File: config.mk
export PLATFORM = sky130hd
export DESIGN_NAME = regfile_wb_arbiter
export DESIGN_NICKNAME = d
export VERILOG_FILES = /design/src/rtl/regfile_wb_arbiter.sv
export SDC_FILE = /design/constraint.sdc
export NUM_CORES = 1
export LEC_CHECK = 0
export BUFFER_PORTS_ARGS = -buffer_cell sky130_fd_sc_hd__buf_2
export CORE_MARGIN = 2
export CORE_UTILIZATION = 58
export CTS_CLUSTER_DIAMETER = 50
export DETAILED_ROUTE_END_ITERATION = 8
export GPL_TIMING_DRIVEN = 0
export PLACE_DENSITY = 0.85
export SLEW_MARGIN = 20
export SYNTH_ARGS = -nofsm -noshare
export SYNTH_HDL_FRONTEND = slang
export SYNTH_SLANG_ARGS = --single-unit
File: constraint.sdc
create_clock -name i_clk -period 6.4 [get_ports i_clk]
set_input_delay 1.28 -clock i_clk [delete_from_list [all_inputs] [get_ports i_clk]]
set_output_delay 1.28 -clock i_clk [all_outputs]
set_load 0.01 [all_outputs]
File: src/rtl/regfile_wb_arbiter.sv
// Shares the register-file write port between pipeline writeback and MUL/DIV results.
// MUL/DIV results queue in a small FIFO; a per-register scoreboard flags operand hazards.
// Ports: i_clk/i_rst (async, active-low); i_pipe_* pipeline writeback in; o_pipe_stall;
//   i_md_issue/_addr scoreboard set; i_md_valid/_rd_addr/_rd + o_md_ready result handshake;
//   i_rsN_addr -> o_rsN_busy hazard flags; o_we/o_rd_addr/o_rd registered write port;
//   o_md_pending any MUL/DIV write outstanding.
// Option: define REGFILE_WB_STARVE_GUARD_EN to force a FIFO drain after STARVE_LIMIT losses.
module regfile_wb_arbiter #(
  parameter int NUM_REGISTER = 32,
  parameter int DATA_WIDTH   = 32,
  parameter int FIFO_DEPTH   = 2,
  parameter int STARVE_LIMIT = 4,
  localparam int AW = $clog2(NUM_REGISTER)
) (
  input  logic                  i_clk,
  input  logic                  i_rst,
  input  logic                  i_pipe_we,
  input  logic [AW-1:0]         i_pipe_rd_addr,
  input  logic [DATA_WIDTH-1:0] i_pipe_rd,
  output logic                  o_pipe_stall,
  input  logic                  i_md_issue,
  input  logic [AW-1:0]         i_md_issue_addr,
  input  logic                  i_md_valid,
  input  logic [AW-1:0]         i_md_rd_addr,
  input  logic [DATA_WIDTH-1:0] i_md_rd,
  output logic                  o_md_ready,
  input  logic [AW-1:0]         i_rs1_addr,
  input  logic [AW-1:0]         i_rs2_addr,
  output logic                  o_rs1_busy,
  output logic                  o_rs2_busy,
  output logic                  o_we,
  output logic [AW-1:0]         o_rd_addr,
  output logic [DATA_WIDTH-1:0] o_rd,
  output logic                  o_md_pending
);

  localparam int PW = (FIFO_DEPTH > 1) ? $clog2(FIFO_DEPTH) : 1;
  localparam int CW = $clog2(FIFO_DEPTH + 1);

  if (FIFO_DEPTH < 2 || STARVE_LIMIT < 1) begin : g_bad_param
    $error("regfile_wb_arbiter: bad FIFO_DEPTH/STARVE_LIMIT");
  end

  logic [AW-1:0]         r_q_addr [FIFO_DEPTH];
  logic [DATA_WIDTH-1:0] r_q_data [FIFO_DEPTH];
  logic [PW-1:0]         r_wptr;
  logic [PW-1:0]         r_rptr;
  logic [CW-1:0]         r_count;

  logic                  r_we;
  logic                  r_md_src;
  logic [AW-1:0]         r_rd_addr;
  logic [DATA_WIDTH-1:0] r_rd;
  logic [NUM_REGISTER-1:0] r_sb;
  logic [NUM_REGISTER-1:0] w_sb_next;

  logic w_empty;
  logic w_full;
  logic w_push;
  logic w_pop;
  logic w_stall;
  logic w_pipe_grant;
  logic w_head_grant;

  assign w_empty = (r_count == '0);
  assign w_full  = (r_count == CW'(FIFO_DEPTH));

  // x0 results complete the handshake but never occupy a slot
  assign w_push = i_md_valid && !w_full && (i_md_rd_addr != '0);

  // During a stall pulse the pipeline is ignored, so the head wins
  assign w_pipe_grant = !w_stall && i_pipe_we && (i_pipe_rd_addr != '0);
  assign w_head_grant = !w_empty && !w_pipe_grant;
  assign w_pop        = w_head_grant;

  always_ff @(posedge i_clk or negedge i_rst) begin
    if (!i_rst) begin
      r_wptr  <= '0;
      r_rptr  <= '0;
      r_count <= '0;
      for (int i = 0; i < FIFO_DEPTH; i++) begin
        r_q_addr[i] <= '0;
        r_q_data[i] <= '0;
      end
    end else begin
      if (w_push) begin
        r_q_addr[r_wptr] <= i_md_rd_addr;
        r_q_data[r_wptr] <= i_md_rd;
        r_wptr <= r_wptr + PW'(1);
      end
      if (w_pop) begin
        r_rptr <= r_rptr + PW'(1);
      end
      unique case ({w_push, w_pop})
        2'b10:   r_count <= r_count + CW'(1);
        2'b01:   r_count <= r_count - CW'(1);
        default: r_count <= r_count;
      endcase
    end
  end

  always_ff @(posedge i_clk or negedge i_rst) begin
    if (!i_rst) begin
      r_we      <= 1'b0;
      r_md_src  <= 1'b0;
      r_rd_addr <= '0;
      r_rd      <= '0;
    end else begin
      r_we     <= w_pipe_grant || w_head_grant;
      r_md_src <= w_head_grant;
      if (w_head_grant) begin
        r_rd_addr <= r_q_addr[r_rptr];
        r_rd      <= r_q_data[r_rptr];
      end else if (w_pipe_grant) begin
        r_rd_addr <= i_pipe_rd_addr;
        r_rd      <= i_pipe_rd;
      end
    end
  end

  // Clear lands on the same edge the register file commits;
  // a simultaneous issue to that address keeps the bit set.
  always_comb begin
    w_sb_next = r_sb;
    if (r_we && r_md_src) begin
      w_sb_next[r_rd_addr] = 1'b0;
    end
    if (i_md_issue && (i_md_issue_addr != '0)) begin
      w_sb_next[i_md_issue_addr] = 1'b1;
    end
  end

  always_ff @(posedge i_clk or negedge i_rst) begin
    if (!i_rst) begin
      r_sb <= '0;
    end else begin
      r_sb <= w_sb_next;
    end
  end

`ifdef REGFILE_WB_STARVE_GUARD_EN
  localparam int SW = $clog2(STARVE_LIMIT + 1);

  logic [SW-1:0] r_starve;
  logic          r_stall;
  logic          w_lose;

  assign w_lose  = !w_empty && w_pipe_grant;
  assign w_stall = r_stall;

  always_ff @(posedge i_clk or negedge i_rst) begin
    if (!i_rst) begin
      r_starve <= '0;
      r_stall  <= 1'b0;
    end else begin
      if (w_head_grant || w_empty) begin
        r_starve <= '0;
      end else if (w_lose) begin
        r_starve <= r_starve + SW'(1);
      end
      // One-cycle pulse on the loss that reaches the limit
      r_stall <= w_lose && ((r_starve + SW'(1)) == SW'(STARVE_LIMIT));
    end
  end
`else
  assign w_stall = 1'b0;
`endif

  assign o_pipe_stall = w_stall;
  assign o_md_ready   = !w_full;
  assign o_rs1_busy   = (i_rs1_addr != '0) && r_sb[i_rs1_addr];
  assign o_rs2_busy   = (i_rs2_addr != '0) && r_sb[i_rs2_addr];
  assign o_we         = r_we;
  assign o_rd_addr    = r_rd_addr;
  assign o_rd         = r_rd;
  assign o_md_pending = (|r_sb) || !w_empty;

endmodule

# Yosys cells after proc, flatten, opt, wreduce, memory -nomap -nowiden
# Index checks and enable logic that the tools add are counted.
dict set report totals {
  rom_bits 0
  register_bits 149
  mem_count 0
  ram_bits 0
  word_cells 85
  out_inout_bits 43
  latchBits 0
}
dict set report classes {
  n_addsub 4
  mux 27
  n_eq_ne 3
  bitwise_logic 5
  n_mul 0
  order_cmp 9
  n_reduce_logical 25
  shifts 0
  n_div 0
}
# cell n
set ops {}
lappend ops {{$mux 32} 8}
lappend ops {{$bwmux 64} 1}
lappend ops {{$and 32x32->32} 1}
lappend ops {{$demux 32 s1} 1}
lappend ops {{$not 32->32} 1}
lappend ops {{$or 32x32->32} 1}
lappend ops {{$reduce_or 32->1} 1}
lappend ops {{$mux 5} 6}
lappend ops {{$reduce_bool 5->1} 5}
lappend ops {{$lt 5x6->1 const B} 4}
lappend ops {{$logic_and 1x1->1} 11}
lappend ops {{$bmux 1 s5} 2}
lappend ops {{$bwmux 10} 1}
lappend ops {{$demux 1 s5} 2}
lappend ops {{$ge 5x1->1 const B} 2}
lappend ops {{$demux 5 s1} 1}
lappend ops {{$eq 2x2->1 const B} 2}
lappend ops {{$ge 2x2->1 const B} 2}
lappend ops {{$mux 1} 4}
lappend ops {{$not 1->2} 2}
lappend ops {{$pmux 2 s2} 1}
lappend ops {{$reduce_bool 2->1} 2}
lappend ops {{$logic_not 1->1} 3}
lappend ops {{$add 1x1->1 const B} 2}
lappend ops {{other kinds (6)} 7}

# Depth between registers and ports, before layout
dict set report logic_depth {
  depth_word 9
  mapped_depth 8
  depth_no_buf 7
}

# Worst setup path after synthesis
# Ideal clock, no wire load.
dict set report synth_timing {
  path_type {in2out}
  from {input i_rs2_addr[2]}
  to {output o_rs2_busy}
  arrival_ns 2.750
  slack_ns 2.370
  path_stages 5
  required_ns 5.120
  cell_sequence {buf_2 mux4_2 mux2i_1 nor3b_1 or4_1}
}
dict set report synth_between {
  elab_chain_cells 3
}
# item line
set synth_rtl {}
lappend synth_rtl {{start: declaration} 28} ;# input logic [AW-1:0] i_rs2_addr,
lappend synth_rtl {{$bmux 1 s5} 172} ;# assign o_rs2_busy = (i_rs2_addr != '0) && r_sb[i_rs2_addr];
lappend synth_rtl {{$mux 1 (not written as such)} 172}
lappend synth_rtl {{$logic_and 1x1->1 (*)} 172}
lappend synth_rtl {{end: declaration} 30} ;# output logic o_rs2_busy,
# Mark *: on every way between the ends. The rest lies on a longest branch, timed or not. The select of a mux whose other input is x is not followed.

# Worst setup path after layout
# Ends and elaborated chain as after synthesis.

==> impl_metrics.json <==
{
  "place_congestion": 0.907,
  "worstSetupStartpointType": "primary input",
  "r2r_start": "r_count[0]",
  "clkTransAtPathRegs_ns": 0.06,
  "seq_area_sq_um": 3730,
  "grt_start_max_net_pins": 87,
  "wirelength_microns": 18600,
  "wl_per_cell_microns": 19.5,
  "fin_crit_ns": 4.27,
  "portBuffers": 131,
  "num_antenna_cells": 0,
  "dieArea_sq_um": 13500,
  "vias": 5656,
  "p_sw_frac": 0.351,
  "dp_cells": 919,
  "ctsHtreeMaxLevel": 4,
  "synthFlopType": "dfrtp_1",
  "cts_root_buf": "clkbuf_16",
  "syn-num-nets": 714,
  "setup_viol": 0,
  "status": "completed",
  "antenna_found_initial": 0,
  "avgSynthCellArea_sq_um": 11.8,
  "switchingPower_uw": 1560,
  "start_util": 0.601,
  "seq_area_frac_synth": 0.512,
  "p_comb_frac": 0.386,
  "reg2reg_setup_slack_ns": 4.29,
  "drv_slew": 0,
  "clockBufferDepth": 2,
  "row_count": 40,
  "synth_edf_count": 0,
  "grt_pass1_wl_microns": 30000,
  "p_per_area_nw_per_um2": 507,
  "worstHoldPathCells": 1,
  "async_flop_share": 1.00,
  "critPathBufInv": 2,
  "synth_most_common_cell": "dfrtp_1",
  "crit_path_top_delay_cell": "mux4_2",
  "internal_power_uw": 2890,
  "tritoncts": "built",
  "ys_ff_latch": 149,
  "finClkSkew_ns": 0.00769,
  "ant_nets": 0,
  "end_kind": "output port",
  "critical_path_class": "primary input to output port",
  "cts_num_sinks": 149,
  "drive_gt1_frac": 0.346,
  "clkPwrFrac": 0.229,
  "synth_area_leaders": "dfrtp_1, mux2_4, o21ai_0, mux2i_1, mux2_2",
  "tightest_slew_ns": 0.749,
  "seq_power_share": 0.385,
  "hold_end": "r_count[1]",
  "fin_setup_tns_ns": 0,
  "gr-total-overflow": 0,
  "rsz0062_at_grt": "no",
  "drt_iter0_drc": 450,
  "ys_types": 39,
  "drc": 0,
  "post-cts-setup-buffers": 0,
  "vias_per_cell": 5.95,
  "slowest_delay_ns": 0.55,
  "cts-buffers-inserted": 17,
  "worst_skew_pair.late_latency_ns": 0.43,
  "leakage_uw": 0.00407,
  "cp.arrival_ns": 2.99,
  "hold_buffers": 0,
  "multi_input_area_sq_um": 3270,
  "min_period_over_period": 0.667,
  "post-dp-hpwl_microns": 12900,
  "synth_common_cells": "dfrtp_1, o21ai_0, mux2_4",
  "clock.fmax_ghz": 0.234,
  "cpMostUsedCell": "buf_2",
  "drt-pass1-iter-count": 5,
  "area_growth_pct": 20.7,
  "r2r_end": "o_rd[27]",
  "peakVddDrop_uv": 317,
  "synth_top_area_cell": "dfrtp_1",
  "worstHoldStart": "r_count[1]",
  "grt_pass1_vias": 5940,
  "reg2reg_depth": 5,
  "core_sq_um": 12100,
  "hold_viol": 0,
  "synth_warnings": 0,
  "cp.required_ns": 5.12,
  "path_delay_family": "multiplexers",
  "path_cells": "buf_2 -> mux4_2 -> mux2i_1 -> nor3b_1 -> or4_1 -> buf_2",
  "syn-cell-area_sq_um": 7280,
  "synth_top_area_frac": 0.512,
  "hp-class": "flop to flop",
  "slew_headroom": 0.501,
  "nets": 865,
  "fin_cells": 951,
  "cp_max_fo": 9,
  "die_width_microns": 116,
  "die_y_microns": 116,
  "pin_count": 137,
  "gr-usage-all-layers": 0.292,
  "cts_resized": 0,
  "p_total_uw": 4450,
  "fin_util": 0.725,
  "fillers": 836,
  "drv_cap": 0,
  "syn_inst": 619
}
## sequential cells by signal, indices dropped and copies added, names as in the netlist
signal / cells
o_rd: 32
o_rd_addr: 5
o_we: 1
r_count: 2
r_md_src: 1
r_q_addr: 10
r_q_data: 64
r_rptr: 1
r_sb: 32
r_wptr: 1
## stage by stage
stage          setup slack, ns  cell area, sq um  hold WS [ns]
5_1_grt                   2.07              8780         0.513
3_3_place_gp              2.10              8140         0.458
6_report                  2.13              8780         0.497
3_5_place_dp              2.14              8180         0.487
4_1_cts                   2.14              8780         0.500
2_1_floorplan             2.37              7280         0.446
## cell families (layout without fill, tap and decap cells)
| logic type | Yosys count | in the layout | share of synthesized area |
|---|---|---|---|
| other | 1 | 1 | 0.000515 |
| flip-flops | 149 | 149 | 0.512 |
| XOR/XNOR | 4 | 4 | 0.00482 |
| multiplexers | 133 | 133 | 0.242 |
| AO/OA/AOI/OAI | 147 | 147 | 0.106 |
| adder cells (fa/ha/maj) | 1 | 1 | 0.00172 |
| buffers and inverters | 42 | 206 | 0.0382 |
| AND/OR/NAND/NOR | 142 | 142 | 0.0948 |
## worst reg2reg max path: stages (launching register included)
cell and delay [ns]:
dfrtp_1 0.42, nor2_1 0.30, clkbuf_1 0.49, clkbuf_1 0.47, a21oi_1 0.14, o21ai_0 0.20
## worst max-delay path by stage
stage | start | depth (start not counted) | slack [ns] | endpoint
floorplan | i_rs2_addr[2] | 5 | 2.37 | o_rs2_busy
global placement | i_rst | 1 | 2.10 | r_sb[4]
detailed placement | i_rs2_addr[2] | 6 | 2.14 | o_rs2_busy
CTS | i_rs2_addr[2] | 6 | 2.14 | o_rs2_busy
global route | i_rs2_addr[2] | 6 | 2.07 | o_rs2_busy
finish | i_rs2_addr[2] | 6 | 2.13 | o_rs2_busy
## layout by cell type, fill, tap and decap left out, drive strengths merged
master    synthesis  layout
nor3b             2       2
xor2              2       2
clkbuf           24      43
or3b              3       3
or4               3       3
a221oi            2       2
mux4             12      12
a211oi            1       1
nor2b             4       4
clkinvlp          0       5
ha                1       1
nand3b            9       9
nand2            47      47
bufinv            0       3
nor4              8       8
and2              1       1
dfrtp           149     149
or3               3       3
clkinv            0       4
xnor2             2       2
nor2             47      47
nand4b            3       3
inv               3       4
nand4             4       4
mux2             76      76
nand3             3       3
nand2b            4       4
o21ai           101     101
buf              15     147
o211ai            1       1
a2111oi           2       2
a21oi            37      37
or2               1       1
conb              1       1
o21a              2       2
mux2i            45      45
a22oi             1       1
## metal layers
layer  track usage  share of wire
met1         0.374           0.42
met4         0.118          0.020
met3        0.0669          0.062
met5             0              0
met2         0.484           0.50
## area by class of cell
class,instances,area share
sequential,149,0.425
multi-input combinational,428,0.372
timing repair buffer,132,0.0790
clock buffer,19,0.0505
buffer,39,0.0304
tap,168,0.0239
clock inverter,13,0.0178
inverter,3,0.00128
## power groups by stage
stage	Combinational, uW	Sequential [uW]	Clock [uW]
6_report	1720	1720	1020
5_1_grt	1880	1760	1070
4_1_cts	1720	1700	1030
3_5_place_dp	1690	1700	0
3_3_place_gp	1630	1670	0
2_1_floorplan	1220	1650	0
No activity file was read; power rests on OpenSTA's default activity.
